### src/rtl/disp_scan_4dig.sv
// Time-multiplexed scanner for a 4-digit common-anode 7-segment display.
// Presents one nibble per slot to the decoder, with a dark dead cycle between digits.
module disp_scan_4dig #(
    parameter int DIV   = 50000,
    parameter int CNT_W = 16
) (
    input  logic        clk,
    input  logic        rst,
    input  logic        en,
    input  logic        load,
    input  logic [15:0] data,
    input  logic [3:0]  dp_in,
    input  logic        blank_lz,
    output logic [3:0]  digit,
    output logic [3:0]  an,
    output logic        dp_n,
    output logic [1:0]  sel
);

    typedef enum logic [1:0] {
        IDLE,
        DEAD,
        SHOW
    } state_t;

    localparam logic [CNT_W-1:0] LAST = CNT_W'(DIV - 1);

    state_t           state_q, state_d;
    logic [CNT_W-1:0] cnt_q, cnt_d;
    logic [1:0]       sel_q, sel_d;
    logic [3:0]       digit_q, digit_d;
    logic [3:0]       an_q, an_d;
    logic             dp_n_q, dp_n_d;
    logic [15:0]      disp_q, disp_d;
    logic [3:0]       dp_q, dp_d;

    logic [3:0]       nibble;
    logic             blank;
    logic             tick;

    // A digit is a leading zero when it and every more significant nibble are zero.
    always_comb begin
        nibble = disp_q[{sel_q, 2'b00} +: 4];
        blank  = 1'b0;
        case (sel_q)
            2'd1:    blank = blank_lz && (disp_q[15:4]  == 12'h000);
            2'd2:    blank = blank_lz && (disp_q[15:8]  == 8'h00);
            2'd3:    blank = blank_lz && (disp_q[15:12] == 4'h0);
            default: blank = 1'b0;
        endcase
        tick = (cnt_q == LAST);
    end

    always_comb begin
        state_d = state_q;
        cnt_d   = cnt_q;
        sel_d   = sel_q;
        digit_d = digit_q;
        an_d    = an_q;
        dp_n_d  = dp_n_q;
        disp_d  = load ? data  : disp_q;
        dp_d    = load ? dp_in : dp_q;

        // Disabling parks the scanner but keeps sel so re-enable resumes in place.
        if (!en) begin
            state_d = IDLE;
            an_d    = 4'b1111;
            dp_n_d  = 1'b1;
        end else begin
            case (state_q)
                IDLE: begin
                    state_d = DEAD;
                end
                DEAD: begin
                    state_d = SHOW;
                    cnt_d   = '0;
                    digit_d = nibble;
                    if (blank) begin
                        an_d   = 4'b1111;
                        dp_n_d = 1'b1;
                    end else begin
                        an_d   = ~(4'b0001 << sel_q);
                        dp_n_d = ~dp_q[sel_q];
                    end
                end
                SHOW: begin
                    if (tick) begin
                        state_d = DEAD;
                        an_d    = 4'b1111;
                        dp_n_d  = 1'b1;
                        sel_d   = sel_q + 2'd1;
                        cnt_d   = '0;
                    end else begin
                        cnt_d = cnt_q + 1'b1;
                    end
                end
                default: begin
                    state_d = IDLE;
                    an_d    = 4'b1111;
                    dp_n_d  = 1'b1;
                end
            endcase
        end
    end

    always_ff @(posedge clk) begin
        if (rst) begin
            state_q <= IDLE;
            cnt_q   <= '0;
            sel_q   <= 2'd0;
            digit_q <= 4'h0;
            an_q    <= 4'b1111;
            dp_n_q  <= 1'b1;
            disp_q  <= 16'h0000;
            dp_q    <= 4'h0;
        end else begin
            state_q <= state_d;
            cnt_q   <= cnt_d;
            sel_q   <= sel_d;
            digit_q <= digit_d;
            an_q    <= an_d;
            dp_n_q  <= dp_n_d;
            disp_q  <= disp_d;
            dp_q    <= dp_d;
        end
    end

    assign digit = digit_q;
    assign an    = an_q;
    assign dp_n  = dp_n_q;
    assign sel   = sel_q;

endmodule

### config.mk
export PLATFORM = sky130hd
export DESIGN_NAME = disp_scan_4dig
export DESIGN_NICKNAME = d
export VERILOG_FILES = /design/src/rtl/disp_scan_4dig.sv
export SDC_FILE = /design/constraint.sdc
export NUM_CORES = 1
export LEC_CHECK = 0
export CAP_MARGIN = 25
export CORE_MARGIN = 1
export CORE_UTILIZATION = 53
export CTS_CLUSTER_DIAMETER = 30
export DETAILED_ROUTE_END_ITERATION = 16
export PLACE_DENSITY = 0.84
export SLEW_MARGIN = 5
export SYNTH_ARGS = -nofsm -noshare
export SYNTH_HDL_FRONTEND = slang
export SYNTH_SLANG_ARGS = --single-unit
### constraint.sdc
create_clock -name clk -period 2.36 [get_ports clk]
set_clock_uncertainty 0.1 [all_clocks]
set_input_delay 0.472 -clock clk [delete_from_list [all_inputs] [get_ports clk]]
set_output_delay 0.472 -clock clk [all_outputs]
set_load 0.03 [all_outputs]
==> flow_metrics.env, run 1 <==
export IMPL_outcome="completed"
export IMPL_grt_ovfl_total=0
export IMPL_crit_family="simple AND/OR/NAND/NOR gates"
export IMPL_cp_data_arrival_time_ns=2.37
export IMPL_placed_area_mm2=0.00273
export IMPL_drtIter0Drc=154
export IMPL_swShare_pct=22.2
export IMPL_wire_per_inst_um=15.2
export IMPL_startpoint_type="flop"
export IMPL_antenna_found_initial=0
export IMPL_p_switching_mw=0.366
export IMPL_initial_core_util_pct=56.2
export IMPL_maxCapViolations=0
export IMPL_synth_seq_cells=49
export IMPL_final_nets=317
export IMPL_root_buffer="clkbuf_8"
export IMPL_yosysWarningCount=0
export IMPL_synth_main_ff_cell="dfxtp_1"
export IMPL_grt_usage_pct=24.9
export IMPL_num_rows=23
export IMPL_r2r_end="sel[1]$_SDFFE_PP0P_"
export IMPL_holdPathStages=2
export IMPL_area_delta_synth_final_pct=23.9
export IMPL_min_period_over_period_pct=94.7
export IMPL_drive_above_1_share_pct=10.6
export IMPL_power_density_mw_per_mm2=579
export IMPL_first_global_vias=1807
export IMPL_n_antenna_cell=0
export IMPL_postCtsHoldBufs=0
export IMPL_io_buffers=35
export IMPL_clkLatencyLatePin_ns=0.30
export IMPL_syn_instance_count=243
export IMPL_power_frac_comb_pct=9.7
export IMPL_min_path_type="flop to flop"
export IMPL_max_stage_delay_ns=0.59
export IMPL_crit_fanout=6
export IMPL_cts_max_path_buffers=2
export IMPL_synth_area_mm2=0.00229
export IMPL_timing_rr_start="cnt_q[5]$_SDFFE_PP0P_"
export IMPL_path_cells="or4b_4 -> or4_4 -> or3_1 -> a21oi_1"
export IMPL_relSlewSlack_pct=60.5
export IMPL_cts_tree="built"
export IMPL_synth_top_area_share_pct=42.7
export IMPL_fillers=332
export IMPL_place_congestion=0.842
export IMPL_rsz0062_at_grt="false"
export IMPL_synth_nets=277
export IMPL_fmax_ghz=0.447
export IMPL_synth_edff_count=0
export IMPL_instances_no_fill=334
export IMPL_post_cts_buffers=0
export IMPL_avgSynthCellArea_um2=9.44
export IMPL_via_per_inst=5.78
export IMPL_seqPwrFrac_pct=52.6
export IMPL_fp_dieW_um=67.8
export IMPL_firstDrtPassIters=4
export IMPL_die_h_um=67.8
export IMPL_grt_max_degree=21
export IMPL_tightest_slew_ns=0.587
export IMPL_yosysMostFrequentCell="dfxtp_1"
export IMPL_clk_pin_slew_worst_paths_ns=0.09
export IMPL_clkPwrFrac_pct=37.7
export IMPL_dp_hpwl_mm=3.74
export IMPL_p_leak_nw=1.07
export IMPL_cts_htree_levels=2
export IMPL_design_area_mm2=0.00284
export IMPL_ir_drop_mv=0.525
export IMPL_reg2regPathDepth=4
export IMPL_cts_sinks=49
export IMPL_cts_made_buffers=5
export IMPL_cts_repair_resized=0
export IMPL_cp_data_required_time_ns=2.49
export IMPL_worst_setup_path_end_kind="flop"
export IMPL_p_int_mw=1.28
export IMPL_yosysTopAreaCell="dfxtp_1"
export IMPL_reg2reg_slack_ns=0.13
export IMPL_hp_start="digit[1]$_SDFFE_PP0P_"
export IMPL_final_hold_violation_count=0
export IMPL_ys_seq_area_share_pct=42.7
export IMPL_vias=1932
export IMPL_io_pins=36
export IMPL_slowest_stage="or4_4"
export IMPL_ys_top_cells_by_area="dfxtp_1 43%, mux2i_1 8.7%, nor2_1 5.2%"
export IMPL_synth_common_cells="49 x dfxtp_1, 32 x nor2_1, 20 x mux2i_1"
export IMPL_dieArea_mm2=0.00460
export IMPL_holdPathEnd="digit[1]$_SDFFE_PP0P_"
export IMPL_place_inst=326
export IMPL_finalPower_mw=1.65
export IMPL_drcViolationCount=0
export IMPL_crit_buf_inv=0
export IMPL_critPathKind="flop to flop"
export IMPL_setup_violations_final=0
export IMPL_async_flop_share_pct=0
export IMPL_core_area_mm2=0.00409
export IMPL_ys_types=38
export IMPL_postRouteAntennaNets=0
export IMPL_setup_tns_ns=0
export IMPL_grt_pass1_wl_mm=8.42
export IMPL_slew_viol_final=0
export IMPL_min_period_ns=2.23
export IMPL_wl_mm=5.09
worst max path at each step:
| stage | to | start | cells after the start | slack (ns) |
|---|---|---|---|---|
| 2_1_floorplan | cnt_q[13]$_SDFFE_PP0P_ | cnt_q[5]$_SDFFE_PP0P_ | 5 | 0.23 |
| 3_3_place_gp | cnt_q[10]$_SDFFE_PP0P_ | en | 6 | 0.22 |
| 3_5_place_dp | sel[1]$_SDFFE_PP0P_ | cnt_q[5]$_SDFFE_PP0P_ | 4 | 0.17 |
| 4_1_cts | sel[1]$_SDFFE_PP0P_ | cnt_q[7]$_SDFFE_PP0P_ | 4 | 0.14 |
| 5_1_grt | cnt_q[3]$_SDFFE_PP0P_ | cnt_q[4]$_SDFFE_PP0P_ | 4 | 0.08 |
| 6_report | sel[1]$_SDFFE_PP0P_ | cnt_q[5]$_SDFFE_PP0P_ | 4 | 0.13 |
layout make-up:
class,count,area (um^2),area share (%)
tap,50,62.6,2.20
timing repair buffer,44,418,14.7
multi-input combinational,174,1230,43.3
sequential,49,981,34.5
clock inverter,1,30.0,1.06
clock buffer,7,86.3,3.04
inverter,9,33.8,1.19
per-layer routing:
| metal | part of all wire [%] | track usage (%) |
|---|---|---|
| met5 | 0 | 0 |
| met4 | 1.4 | 10.4 |
| met3 | 5.1 | 4.73 |
| met2 | 50 | 40.3 |
| met1 | 44 | 32.2 |
sequential cells by signal (all words and copies together), names as in the netlist:
| name | flops |
|---|---|
| an | 4 |
| cnt_q | 16 |
| digit | 4 |
| disp_q | 16 |
| dp_n | 1 |
| dp_q | 4 |
| sel | 2 |
| state_q | 2 |
per-stage QoR:
step | worst slack, ns | util (%) | hold slack (ns)
3_3_place_gp | 0.218 | 66.7 | 0.350
2_1_floorplan | 0.227 | - | 0.355
5_1_grt | 0.0760 | 69.6 | 0.390
6_report | 0.125 | 69.6 | 0.365
3_5_place_dp | 0.167 | 66.7 | 0.354
4_1_cts | 0.135 | 69.6 | 0.371
tightest hold or removal path, cell delays in order (launching register included):
cell     delay (ns)
dfxtp_1        0.32
nand2_1        0.05
a21oi_1        0.05
cell usage in the layout (no fill, tap or decap), types with 6 or more instances in the layout:
cell	count
dfxtp_1	49
nand2_1	14
a21oi_1	15
nor2_1	32
ha_1	9
clkdlybuf4s50_1	35
buf_4	9
mux2i_1	20
inv_1	9
o21ai_0	9
nand3_1	15
clkbuf_8	6
kinds of logic (layout without fill, tap and decap cells):
family | count (synthesis) | in the layout | share of synthesized area, %
AOI/OAI and AO/OA | 37 | 37 | 10.5
xor gates and xnor gates | 7 | 7 | 2.67
adders and majority gates | 9 | 9 | 4.91
buffers and inverters | 20 | 61 | 3.60
DFF | 49 | 49 | 42.7
muxes | 25 | 25 | 13.6
and+or+nand+nor | 96 | 96 | 21.9
power by group through the flow:
stage	Sequential [mW]	Combinational (mW)	Clock (mW)
global placement	0.883	0.155	0
floorplan	0.881	0.0907	0
CTS	0.865	0.160	0.630
detailed placement	0.884	0.159	0
global route	0.868	0.174	0.661
finish	0.865	0.160	0.621
(Power assumes the default switching activity.)
==> run 2, diff against run 1 <==
- CORE_MARGIN: 1 -> 2
- SLEW_MARGIN: 5 -> 30
- TNS_END_PERCENT: default -> 30
==> run 2 against run 1 <==
Net effect: wire length shrank 4.4%; count of clock-buffer cells in the layout decreased by 1; hold slack gained 0.0019 ns; register-to-register slack improved by 0.06 ns; die area grew 6.0%; total power increased by 0.23%; largest power group unchanged; via count shrank 2.0%; sequential share of layout area up 0.14 points; critical path depth stayed put; non-clock buffer count decreased by 2; flip-flop and latch count did not move; fmax is 2.9% higher.
==> flow_metrics.env, run 2 (same netlist as run 1, synthesis figures left out) <==
export IMPL_cts_tree="built"
export IMPL_setup_violations_final=0
export IMPL_power_density_mw_per_mm2=583
export IMPL_n_antenna_cell=0
export IMPL_cts_max_path_buffers=2
export IMPL_ir_drop_mv=0.414
export IMPL_p_leak_nw=1.06
export IMPL_tightest_slew_ns=0.570
export IMPL_initial_core_util_pct=56.2
export IMPL_post_cts_buffers=0
export IMPL_place_congestion=0.828
export IMPL_placed_area_mm2=0.00271
export IMPL_antenna_found_initial=0
export IMPL_grt_usage_pct=21.6
export IMPL_core_area_mm2=0.00409
export IMPL_layout_common_cells="49 x dfxtp_1, 35 x clkdlybuf4s50_1, 32 x nor2_1, 20 x mux2i_1"
export IMPL_final_nets=315
export IMPL_slew_viol_final=0
export IMPL_grt_max_degree=21
export IMPL_num_rows=23
export IMPL_postCtsHoldBufs=0
export IMPL_timing_rr_start="cnt_q[5]$_SDFFE_PP0P_"
export IMPL_dr_wl_met3_um=287
export IMPL_reg2regPathDepth=4
export IMPL_critPathKind="flop to flop"
export IMPL_min_period_over_period_pct=92.0
export IMPL_grt_ovfl_total=0
export IMPL_holdWs_ns=0.367
export IMPL_min_period_ns=2.17
export IMPL_io_pins=36
export IMPL_drtIter0Drc=104
export IMPL_cts_made_buffers=5
export IMPL_drive_above_1_share_pct=10.3
export IMPL_design_area_mm2=0.00283
export IMPL_cp_startpoint="cnt_q[5]$_SDFFE_PP0P_"
export IMPL_postRouteAntennaNets=0
export IMPL_grt_pass1_wl_mm=8.45
export IMPL_wl_met1_mm=2.29
export IMPL_die_h_um=69.8
export IMPL_cp_data_arrival_time_ns=2.31
export IMPL_startpoint_type="flop"
export IMPL_rsz0062_at_grt="false"
export IMPL_cts_repair_resized=0
export IMPL_area_delta_synth_final_pct=23.4
export IMPL_fmax_ghz=0.461
export IMPL_dieArea_mm2=0.00487
export IMPL_largestRegisters="cnt_q x16, disp_q x16"
export IMPL_dp_hpwl_mm=3.65
export IMPL_via_per_inst=5.70
export IMPL_min_path_type="flop to flop"
export IMPL_clkLatencyLatePin_ns=0.30
export IMPL_crit_fanout=6
export IMPL_vias=1893
export IMPL_fp_dieW_um=69.8
export IMPL_first_global_vias=1828
export IMPL_maxCapViolations=0
export IMPL_worst_setup_path_end_kind="flop"
export IMPL_wl_mm=4.87
export IMPL_final_common_cell="dfxtp_1"
export IMPL_relSlewSlack_pct=61.7
export IMPL_io_buffers=35
export IMPL_wire_per_inst_um=14.7
export IMPL_outcome="completed"
export IMPL_place_ws_ns=0.122
export IMPL_holdPathStages=2
export IMPL_hp_start="digit[2]$_SDFFE_PP0P_"
export IMPL_cts_htree_levels=2
export IMPL_drcViolationCount=0
export IMPL_wl_met2_mm=2.24
export IMPL_setup_tns_ns=0
export IMPL_clk_pin_slew_worst_paths_ns=0.09
export IMPL_final_hold_violation_count=0
export IMPL_firstDrtPassIters=4
export IMPL_cp_data_required_time_ns=2.50
export IMPL_cts_sinks=49
export IMPL_fin_util_pct=69.3
export IMPL_layout_setup_ws_ns=0.189
export IMPL_top_layer="met4"
export IMPL_root_buffer="clkbuf_8"
-- run 2: changes by cell type in the layout (fill, tap and decap cells not counted), sizes merged --
cell	delta
clkinvlp	+1
buf	-2
clkbuf	-1
-- run 2: metal layers --
metal	up-vias	GRT usage [%]
li1	954	-
met1	882	29.3
met2	50	33.4
met3	7	6.40
met4	0	6.41
met5	-	0
-- run 2: worst paths after layout --
kind | end | slack (ns)
worst min register to register | digit[2]$_SDFFE_PP0P_ | 0.37
worst min-delay path | digit[2]$_SDFFE_PP0P_ | 0.37
worst max-delay path | sel[1]$_SDFFE_PP0P_ | 0.19
worst max register to register | sel[1]$_SDFFE_PP0P_ | 0.19
-- run 2: metrics by stage --
step                total power, mW  cells
finish                         1.65    332
global route                   1.72    332
CTS                            1.66    332
detailed placement             1.04    324
global placement               1.04    324
floorplan                     0.972    243
-- run 2: critical path, cell delays in order, from the launching register on --
cell and delay [ns]:
dfxtp_1 0.35, or4b_4 0.59, or4_4 0.58, or3_1 0.36
a21oi_1 0.13
-- run 2: report_power, final --
part | switching, mW | internal [mW] | total [mW]
Sequential | 0.0158 | 0.849 | 0.865
Combinational | 0.0750 | 0.0847 | 0.160
Clock | 0.280 | 0.345 | 0.625
-- run 2: final cells by class --
type	instances	area (um^2)
clock inverters	2	37.5
flip-flops and latches	49	981
repair buffers	42	403
multi-input cells	174	1230
well taps	50	62.6
inverters	9	33.8
fillers	323	1250
clock buffers	6	82.6
==> run 3, diff against run 2 <==
- CTS_CLUSTER_SIZE: default -> 10
- PLACE_DENSITY: 0.84 -> 0.77
==> run 3 against run 2 <==
Net effect: non-clock buffer count grew 2; clock power grew 14%; utilization grew 0.70 points; critical path depth is the same; fmax grew 0.31%; count of clock-buffer cells in the layout shrank 1; critical path type unchanged; largest power group unchanged; highest routed layer unchanged.
==> flow_metrics.env, run 3 (same netlist as run 1, synthesis figures left out) <==
export IMPL_outcome="completed"
export IMPL_slew_viol_final=0
export IMPL_die_h_um=69.8
export IMPL_path_cells="or4b_4 -> or4_4 -> or3_1 -> a21oi_1"
export IMPL_io_buffers=35
export IMPL_final_common_cell="dfxtp_1"
export IMPL_wire_per_inst_um=15.3
export IMPL_grt_usage_pct=22.5
export IMPL_holdPathEnd="digit[3]$_SDFFE_PP0P_"
export IMPL_firstDrtPassIters=4
export IMPL_reg2reg_slack_ns=0.20
export IMPL_ir_drop_mv=0.378
export IMPL_critPathKind="flop to flop"
export IMPL_cts_max_path_buffers=2
export IMPL_area_delta_synth_final_pct=24.6
export IMPL_postCtsHoldBufs=0
export IMPL_largestRegisters="cnt_q x16, disp_q x16"
export IMPL_min_period_over_period_pct=91.7
export IMPL_timing_rr_start="cnt_q[5]$_SDFFE_PP0P_"
export IMPL_startpoint_type="flop"
export IMPL_fmax_ghz=0.462
export IMPL_cts_tree="built"
export IMPL_grt_ovfl_total=0
export IMPL_rsz0062_at_grt="false"
export IMPL_n_antenna_cell=0
export IMPL_fp_dieW_um=69.8
export IMPL_via_per_inst=5.79
export IMPL_setup_violations_final=0
export IMPL_postRouteAntennaNets=0
export IMPL_power_density_mw_per_mm2=608
export IMPL_post_cts_buffers=0
export IMPL_place_congestion=0.879
export IMPL_cts_htree_levels=2
export IMPL_hp_start="digit[3]$_SDFFE_PP0P_"
export IMPL_drtIter0Drc=218
export IMPL_relSlewSlack_pct=55.0
export IMPL_vias=1933
export IMPL_first_global_vias=1839
export IMPL_maxCapViolations=0
export IMPL_max_stage_delay_ns=0.59
export IMPL_layout_common_cells="49 x dfxtp_1, 35 x clkdlybuf4s50_1, 32 x nor2_1, 20 x mux2i_1"
export IMPL_clk_pin_slew_worst_paths_ns=0.09
export IMPL_crit_buf_inv=0
export IMPL_r2r_end="sel[0]$_SDFFE_PP0P_"
export IMPL_worst_setup_path_end_kind="flop"
export IMPL_min_path_type="flop to flop"
export IMPL_final_nets=317
export IMPL_drcViolationCount=0
export IMPL_antenna_found_initial=0
export IMPL_io_pins=36
export IMPL_drive_above_1_share_pct=10.9
export IMPL_initial_core_util_pct=56.2
export IMPL_final_hold_violation_count=0
export IMPL_dp_hpwl_mm=3.58
export IMPL_clkLatencyLatePin_ns=0.31
export IMPL_p_leak_nw=1.08
export IMPL_cts_made_buffers=5
export IMPL_crit_family="simple AND/OR/NAND/NOR gates"
export IMPL_num_rows=23
export IMPL_min_period_ns=2.16
export IMPL_grt_pass1_wl_mm=8.77
export IMPL_root_buffer="clkbuf_8"
export IMPL_tightest_slew_ns=0.669
export IMPL_core_area_mm2=0.00409
export IMPL_holdWs_ns=0.364
export IMPL_cp_data_arrival_time_ns=2.32
export IMPL_holdPathStages=2
export IMPL_cp_data_required_time_ns=2.51
export IMPL_slowest_stage="or4_4"
export IMPL_setup_tns_ns=0
export IMPL_reg2regPathDepth=4
export IMPL_cts_repair_resized=0
export IMPL_wl_mm=5.10
export IMPL_grt_max_degree=30
export IMPL_dieArea_mm2=0.00487
export IMPL_crit_fanout=6
export IMPL_cts_sinks=49
run 3: cell count changes in the layout (fill, tap and decap cells not counted):
cell	delta
buf_4	+2
bufinv_16	+1
clkbuf_8	-1
clkinv_2	+1
clkinvlp_4	-1
run 3: final cells by class:
| type | instances | area [um^2] |
|---|---|---|
| multi-input combinational | 174 | 1230 |
| fill | 350 | 1230 |
| sequential | 49 | 981 |
| timing repair buffer | 44 | 418 |
| clock buffer | 5 | 68.8 |
| clock inverter | 3 | 65.1 |
| tap | 50 | 62.6 |
| inverter | 9 | 33.8 |
run 3: per-stage QoR:
stage	cells	util, %	area [um^2]	setup slack (ns)	total power [mW]
floorplan	243	-	2290	0.227	0.972
global placement	326	66.7	2730	0.247	1.04
detailed placement	326	66.7	2730	0.212	1.04
CTS	334	70.0	2860	0.198	1.75
global route	334	70.0	2860	0.121	1.80
finish	334	70.0	2860	0.195	1.74
run 3: worst max path at each step:
stage	slack (ns)	from	endpoint	cells past startpoint
floorplan	0.23	cnt_q[5]$_SDFFE_PP0P_	cnt_q[13]$_SDFFE_PP0P_	5
global placement	0.25	en	cnt_q[15]$_SDFFE_PP0P_	5
detailed placement	0.21	cnt_q[5]$_SDFFE_PP0P_	sel[0]$_SDFFE_PP0P_	4
CTS	0.20	cnt_q[5]$_SDFFE_PP0P_	sel[0]$_SDFFE_PP0P_	4
global route	0.12	cnt_q[5]$_SDFFE_PP0P_	sel[0]$_SDFFE_PP0P_	4
finish	0.20	cnt_q[5]$_SDFFE_PP0P_	sel[0]$_SDFFE_PP0P_	4
run 3: tightest hold or removal path: stages (launching register included):
cell,delay (ns)
dfxtp_1,0.32
nand2_1,0.05
a21oi_1,0.05
run 3: metal layers:
metal / GRT usage [%] / part of all wire (%) / vias to the layer above
met5: 0 / 0 / -
met4: 8.76 / 1.6 / 0
met3: 4.07 / 5.4 / 7
met2: 34.4 / 45 / 60
met1: 31.5 / 48 / 915
li1: - / - / 951
run 3: power by group:
part / total, mW / switching (mW) / internal [mW]
Combinational: 0.163 / 0.0775 / 0.0856
Clock: 0.711 / 0.290 / 0.421
Sequential: 0.865 / 0.0158 / 0.849
